## config.mk

```make
export PLATFORM = sky130hd
export DESIGN_NAME = mask_reduce_ctrl
export DESIGN_NICKNAME = d
export VERILOG_FILES = /design/src/rtl/mask_reduce_pkg.sv /design/src/rtl/mask_reduce_ctrl_mask_lane.sv /design/src/rtl/mask_reduce_ctrl.sv
export SDC_FILE = /design/constraint.sdc
export NUM_CORES = 1
export LEC_CHECK = 0
export CORE_MARGIN = 2
export CORE_UTILIZATION = 46
export DETAILED_ROUTE_END_ITERATION = 10
export MAX_ROUTING_LAYER = met4
export PLACE_DENSITY = 0.78
export SLEW_MARGIN = 20
export SYNTH_ARGS = -nofsm -noshare
export SYNTH_HDL_FRONTEND = slang
export SYNTH_SLANG_ARGS = --single-unit
export TNS_END_PERCENT = 5
```

## constraint.sdc

```tcl
create_clock -name clk -period 2.5 [get_ports clk]
set_clock_uncertainty 0.15 [all_clocks]
set_input_delay 0.375 -clock clk [delete_from_list [all_inputs] [get_ports clk]]
set_output_delay 0.375 -clock clk [all_outputs]
set_load 0.1 [all_outputs]
```

## src/rtl/mask_reduce_pkg.sv

```systemverilog
// Shared types and default sizes for the mask-and-reduce sequencer.
package mask_reduce_pkg;

  localparam int DEF_WIDTH   = 4;
  localparam int DEF_COUNT_W = 8;

  typedef enum logic [1:0] {
    IDLE  = 2'd0,
    RUN   = 2'd1,
    DRAIN = 2'd2,
    DONE  = 2'd3
  } state_t;

endpackage

```

## src/rtl/mask_reduce_ctrl_mask_lane.sv

```systemverilog
// Combinational per-bit force/invert mask followed by an AND-reduce.
module mask_lane
  import mask_reduce_pkg::*;
#(
  parameter int WIDTH = DEF_WIDTH
) (
  input  logic [WIDTH-1:0] in_data,
  input  logic [WIDTH-1:0] force_en,
  input  logic [WIDTH-1:0] force_val,
  input  logic [WIDTH-1:0] invert,
  output logic [WIDTH-1:0] masked,
  output logic             red
);

  // A forced bit ignores both the data and its invert setting.
  always_comb begin
    masked = '0;
    for (int i = 0; i < WIDTH; i++) begin
      masked[i] = force_en[i] ? force_val[i] : (in_data[i] ^ invert[i]);
    end
  end

  assign red = &masked;

endmodule

```

## src/rtl/mask_reduce_ctrl.sv

```systemverilog
// Run sequencer for the mask-and-reduce lane with locked config and run stats.
// Define MASK_REDUCE_STATS_EN to build the hit counter; otherwise out_hits is tied to 0.
module mask_reduce_ctrl
  import mask_reduce_pkg::*;
#(
  parameter int WIDTH   = DEF_WIDTH,
  parameter int COUNT_W = DEF_COUNT_W
) (
  input  logic               clk,
  input  logic               rst_n,
  input  logic               cfg_we,
  input  logic [WIDTH-1:0]   cfg_force_en,
  input  logic [WIDTH-1:0]   cfg_force_val,
  input  logic [WIDTH-1:0]   cfg_invert,
  input  logic               start,
  input  logic [COUNT_W-1:0] num_words,
  input  logic               in_valid,
  input  logic [WIDTH-1:0]   in_data,
  output logic               in_ready,
  output logic               res_valid,
  output logic               res_bit,
  output logic               busy,
  output logic               done,
  output logic               out_all,
  output logic [COUNT_W-1:0] out_hits
);

  state_t             state_q, state_d;
  logic [WIDTH-1:0]   force_en_q, force_val_q, invert_q;
  logic [COUNT_W-1:0] remaining_q;
  logic               res_valid_q, res_bit_q, all_q;
  logic [WIDTH-1:0]   masked_word;
  logic               lane_red, word_hit, start_run, accept;

  mask_lane #(.WIDTH(WIDTH)) u_lane (
    .in_data   (in_data),
    .force_en  (force_en_q),
    .force_val (force_val_q),
    .invert    (invert_q),
    .masked    (masked_word),
    .red       (lane_red)
  );

  assign word_hit  = lane_red & (&masked_word);
  assign start_run = (state_q == IDLE) && start;
  assign accept    = in_valid && in_ready;

  assign in_ready  = (state_q == RUN) && (remaining_q != '0);
  assign busy      = (state_q != IDLE);
  assign done      = (state_q == DONE);
  assign res_valid = res_valid_q;
  assign res_bit   = res_bit_q;
  assign out_all   = all_q;

  always_ff @(posedge clk or negedge rst_n) begin
    if (!rst_n) begin
      state_q <= IDLE;
    end else begin
      state_q <= state_d;
    end
  end

  always_comb begin
    state_d = state_q;
    case (state_q)
      IDLE:    if (start) state_d = (num_words != '0) ? RUN : DONE;
      RUN:     if (accept && (remaining_q == COUNT_W'(1))) state_d = DRAIN;
      DRAIN:   state_d = DONE;
      DONE:    state_d = IDLE;
      default: state_d = IDLE;
    endcase
  end

  // Mask is frozen for the whole run, including the DONE cycle.
  always_ff @(posedge clk or negedge rst_n) begin
    if (!rst_n) begin
      force_en_q  <= '0;
      force_val_q <= '0;
      invert_q    <= '0;
    end else if (cfg_we && !busy) begin
      force_en_q  <= cfg_force_en;
      force_val_q <= cfg_force_val;
      invert_q    <= cfg_invert;
    end
  end

  always_ff @(posedge clk or negedge rst_n) begin
    if (!rst_n) begin
      remaining_q <= '0;
      res_valid_q <= 1'b0;
      res_bit_q   <= 1'b0;
      all_q       <= 1'b1;
    end else begin
      res_valid_q <= accept;
      res_bit_q   <= accept & word_hit;
      if (start_run) begin
        remaining_q <= num_words;
        all_q       <= 1'b1;
      end else begin
        if (accept) remaining_q <= remaining_q - COUNT_W'(1);
        if (res_valid_q) all_q <= all_q & res_bit_q;
      end
    end
  end

`ifdef MASK_REDUCE_STATS_EN
  logic [COUNT_W-1:0] hits_q;

  always_ff @(posedge clk or negedge rst_n) begin
    if (!rst_n) begin
      hits_q <= '0;
    end else if (start_run) begin
      hits_q <= '0;
    end else if (res_valid_q && res_bit_q) begin
      hits_q <= hits_q + COUNT_W'(1);
    end
  end

  assign out_hits = hits_q;
`else
  assign out_hits = '0;
`endif

endmodule

```

; ---- Word level (Yosys, flattened, before mapping)
; Index checks and enable logic that the tools add are counted.
[op_classes]
n_addsub = 1
n_eq_ne = 6
muxes = 12
bitwise_logic = 6
n_reduce_logical = 14
[op_table]
columns = operator, count
row1 = 8-bit two-way mux, 2
row2 = 8-bit nonzero test, 2
row3 = "8-bit by 1-bit equality test with 1-bit output, second input constant", 1
row4 = 2-bit one-hot mux with 4 select lines, 1
row5 = "8-bit by 1-bit subtractor with 8-bit output, second input constant", 1
row6 = 1-bit two-way mux, 6
row7 = 2-bit two-way mux, 3
row8 = 2-bit nonzero test, 3
row9 = 1-bit logical AND, 5
row10 = "2-bit equality test, second input constant", 2
row11 = 4-bit AND reduction, 1
row12 = 1-bit bitwise XOR, 4
row13 = 1-bit AND, 2
row14 = "2-bit by 1-bit equality test with 1-bit output, second input constant", 1
row15 = 2-bit logical NOT, 1
row16 = "2-bit by 1-bit != test with 1-bit output, second input constant", 1
row17 = "2-bit != test, second input constant", 1
row18 = 2-bit AND reduction, 1
row19 = 1-bit logical NOT, 1
[word_totals]
ff_bits = 25
inputBits = 29
word_cells = 47

; ---- Depth between registers and ports, before layout
[depth]
depth_word = 6
mapped_depth = 7

; ---- Hierarchy
; Synthesis repeated with hierarchy kept, for this count alone.
[unflattened]
cells_unflattened = 137
area_unflattened_um2 = 1445.1
[by_module_without_submodules]
columns = module, instances, cells_each, area_per_inst_um2
row1 = mask_reduce_ctrl, 1, 124, 1366.3
row2 = mask_lane, 1, 13, 78.8

; ---- Worst setup path before layout
; Ideal clock, no wire load.
[synth_timing]
path_kind = register to output
start = register state_q[1]
end = output in_ready
t_arrival_ns = 2.267
required_time_ns = 1.975
path_slack_ns = -0.292
stages_incl_launch_ff = 5
cell_sequence = dfrtp_1 -> inv_1 -> ha_1 -> inv_1 -> a31oi_1
[synth_between]
elab_chain_cells = 2
[synth_rtl]
columns = element, line_no
row1 = start: declaration, mask_reduce_ctrl.sv:28  ; state_t state_q, state_d;
row2 = start signal: assignment, mask_reduce_ctrl.sv:59  ; state_q <= state_d;
row3 = 2-bit by 1-bit equality test with 1-bit output, mask_reduce_ctrl.sv:48  ; assign in_ready = (state_q == RUN) && (remaining_q != '0);
row4 = 1-bit logical AND, mask_reduce_ctrl.sv:48
row5 = end: declaration, mask_reduce_ctrl.sv:19  ; output logic in_ready,
; No other way between the ends.

; ---- Final worst setup path
; Ends and elaborated chain as after synthesis.

==> flow_metrics.tcl <==
set metrics [dict create \
    setup_viol 0 \
    die_x_microns 59.9 \
    drive_gt1_frac 0.187 \
    maxSlewViolCount 0 \
    cts.clk_slew.worst_paths_ns 0.14 \
    wl_per_cell_microns 13.8 \
    grt_pass1_wl_microns 4970 \
    placed_cells 200 \
    tns_ns 0 \
    worstPathArrival_ns 1.62 \
    cts_hold_buf 0 \
    slowest_stage "dfrtp_1" \
    finalNonFillerCells 204 \
    vdd_drop_max_v 0.000506 \
    tightest_slew_ns 0.689 \
    place_hpwl_microns 2290 \
    grt_max_degree 26 \
    finalHoldViolCount 0 \
    path_max_fanout 4 \
    worst_setup_path_start_kind "register" \
    diodes 0 \
    coreArea_sq_um 3000 \
    via_per_inst 5.35 \
    dp_slack_ns 0.350 \
    power_leakage_nw 0.779 \
    area.growth.synth_to_final_pct 25.8 \
    clock_sinks 25 \
    antenna_found_initial 0 \
    relSlewSlack 0.536 \
    firstDrtPassIters 4 \
    ys.flop_type "dfrtp_1" \
    path_buf_inv 3 \
    path_class "reg2out" \
    period_share 0.856 \
    cp-end-kind "output pin" \
    max_clock_freq_ghz 0.467 \
    ys_seq_elements 25 \
    cts_tree "done" \
    min_period_ns 2.14 \
    pin_count 43 \
    globalplace.congestion 0.928 \
    cts_buffers 3 \
    post_cts_resized 0 \
    drtAntennaViolNets 0 \
    syn_area_sq_um 1440 \
    initial_core_util 0.478 \
    rows 20 \
    crit_chain "inv_1, ha_1, inv_1, a31oi_2, buf_12" \
    postCtsSetupBuffers 0 \
    cp_common_cell "inv_1" \
    fill_cells 271 \
    vias 1092 \
    portBuffers 34 \
    drc_errors 0 \
    hold_class "in2async" \
    die_area_sq_um 3590 \
    ys_types 38 \
    htreeDepth 1 \
    yosys_warnings 0 \
    yosysSeqAreaShare 0.436 \
    cp.required_ns 1.98 \
    grt_pass1_vias 1175 \
    grt_usage 0.186 \
    finalWorstSetupSlack_ns 0.359 \
    clock_latency_ns 0.32 \
    syn_inst 137 \
    die_h_microns 59.9 \
    fin_nets 209 \
    first_iter_violations 63 \
    clockBufferDepth 2 \
    status "complete, no violations" \
    drt-total-wl_microns 2810 \
    synthArstFlopShare 1.00 \
    clock-root-buffer "clkbuf_4" \
    grt_overflow 0 \
    path_delay_family "flip-flops" \
    rsz0062_at_grt "false" \
    synth_edf_count 0 \
    max_stage_delay_ns 0.43 \
    syn_area_per_cell_sq_um 10.5 \
    power.density_nw_per_um2 1230 \
    drv_cap 0 \
]
-- sequential cells by signal, indices dropped and copies added, names as in the netlist --
register / count
res_bit: 1
remaining_q: 8
state_q: 2
res_valid: 1
force_en_q: 4
force_val_q: 4
invert_q: 4
out_all: 1
-- per-stage QoR --
| stage | utilization | area, sq um | power (mW) | hold slack (ns) |
|---|---|---|---|---|
| final | 0.602 | 1810 | 2.22 | 0.240 |
| after global routing | 0.602 | 1810 | 2.39 | 0.265 |
| after CTS | 0.602 | 1810 | 2.23 | 0.245 |
| after detailed placement | 0.593 | 1780 | 2.05 | 0.331 |
| after global placement | 0.593 | 1780 | 2.00 | 0.328 |
| after floorplan | - | 1470 | 1.76 | -0.0706 |
-- where the power goes --
group | switching, mW | leakage, nW | internal, mW
clock | 0.122 | 0.0177 | 0.0600
combinational | 0.761 | 0.460 | 0.486
sequential | 0.184 | 0.301 | 0.605
total | 1.07 | 0.779 | 1.15
-- final timing paths --
kind | from | endpoint | depth (start not counted) | slack (ns)
max | state_q[1] | in_ready | 5 | 0.36
min | rst_n | force_en_q[1] | 2 | 0.24
max reg2reg | remaining_q[0] | remaining_q[6] | 6 | 0.42
min reg2reg | out_all | out_all | 2 | 0.35
max in group asynchronous | rst_n | out_all | 2 | 1.67
min in group clk | out_all | out_all | 2 | 0.35
-- routing by layer --
metal,up-vias,share of wire,track usage
met1,517,0.41,0.220
met4,0,0.011,0.0730
met3,5,0.056,0.0346
li1,534,-,-
met5,-,0,-
met2,36,0.52,0.311
-- placed cells by master (no fill, tap or decap), types with 3 or more instances in the layout --
cell and count:
nand2_1 12, o21ai_0 5, xor2_1 3, nand3_1 4, nor2_1 3, mux2_2 12
nor3_1 3, nor4_1 3, dfrtp_1 24, conb_1 8, xnor2_1 5, clkdlybuf4s50_1 28
mux2i_1 3, o22ai_1 3, ha_1 8, clkbuf_4 3, buf_4 6, inv_1 9
-- logic make-up after synthesis --
logic type / synth area share
other: 0.00261
buffers and inverters: 0.0767
flip-flops: 0.436
adder cells (fa/ha/maj): 0.0697
AO/OA/AOI/OAI: 0.105
AND/OR/NAND/NOR: 0.146
XOR/XNOR: 0.0488
multiplexers: 0.115
-- synthesized netlist by cell type (2+ instances only) --
master	n	share of area
a211oi_1	2	0.010
a21oi_1	2	0.0070
a31oi_1	3	0.013
buf_4	8	0.042
clkbuf_1	3	0.0078
dfrtp_1	24	0.42
ha_1	8	0.070
inv_1	9	0.024
mux2_2	12	0.094
mux2i_1	3	0.021
nand2_1	12	0.031
nand3_1	4	0.014
nor2_1	3	0.0078
nor2b_1	2	0.0087
nor3_1	3	0.010
nor4_1	3	0.013
nor4_2	2	0.017
o21ai_0	5	0.017
o22ai_1	3	0.013
or2_2	2	0.0087
xnor2_1	5	0.030
xor2_1	3	0.018
-- area by class of cell --
type                    count  area (sq um)  area share
repair buffers             35           345       0.191
flip-flops and latches     25           627       0.347
well taps                  33          41.3      0.0229
inverters                   9          33.8      0.0187
multi-input cells          98           732       0.405
clock inverters             1          5.00     0.00277
clock buffers               3          22.5      0.0125
Power figures use the tool's default switching activity.
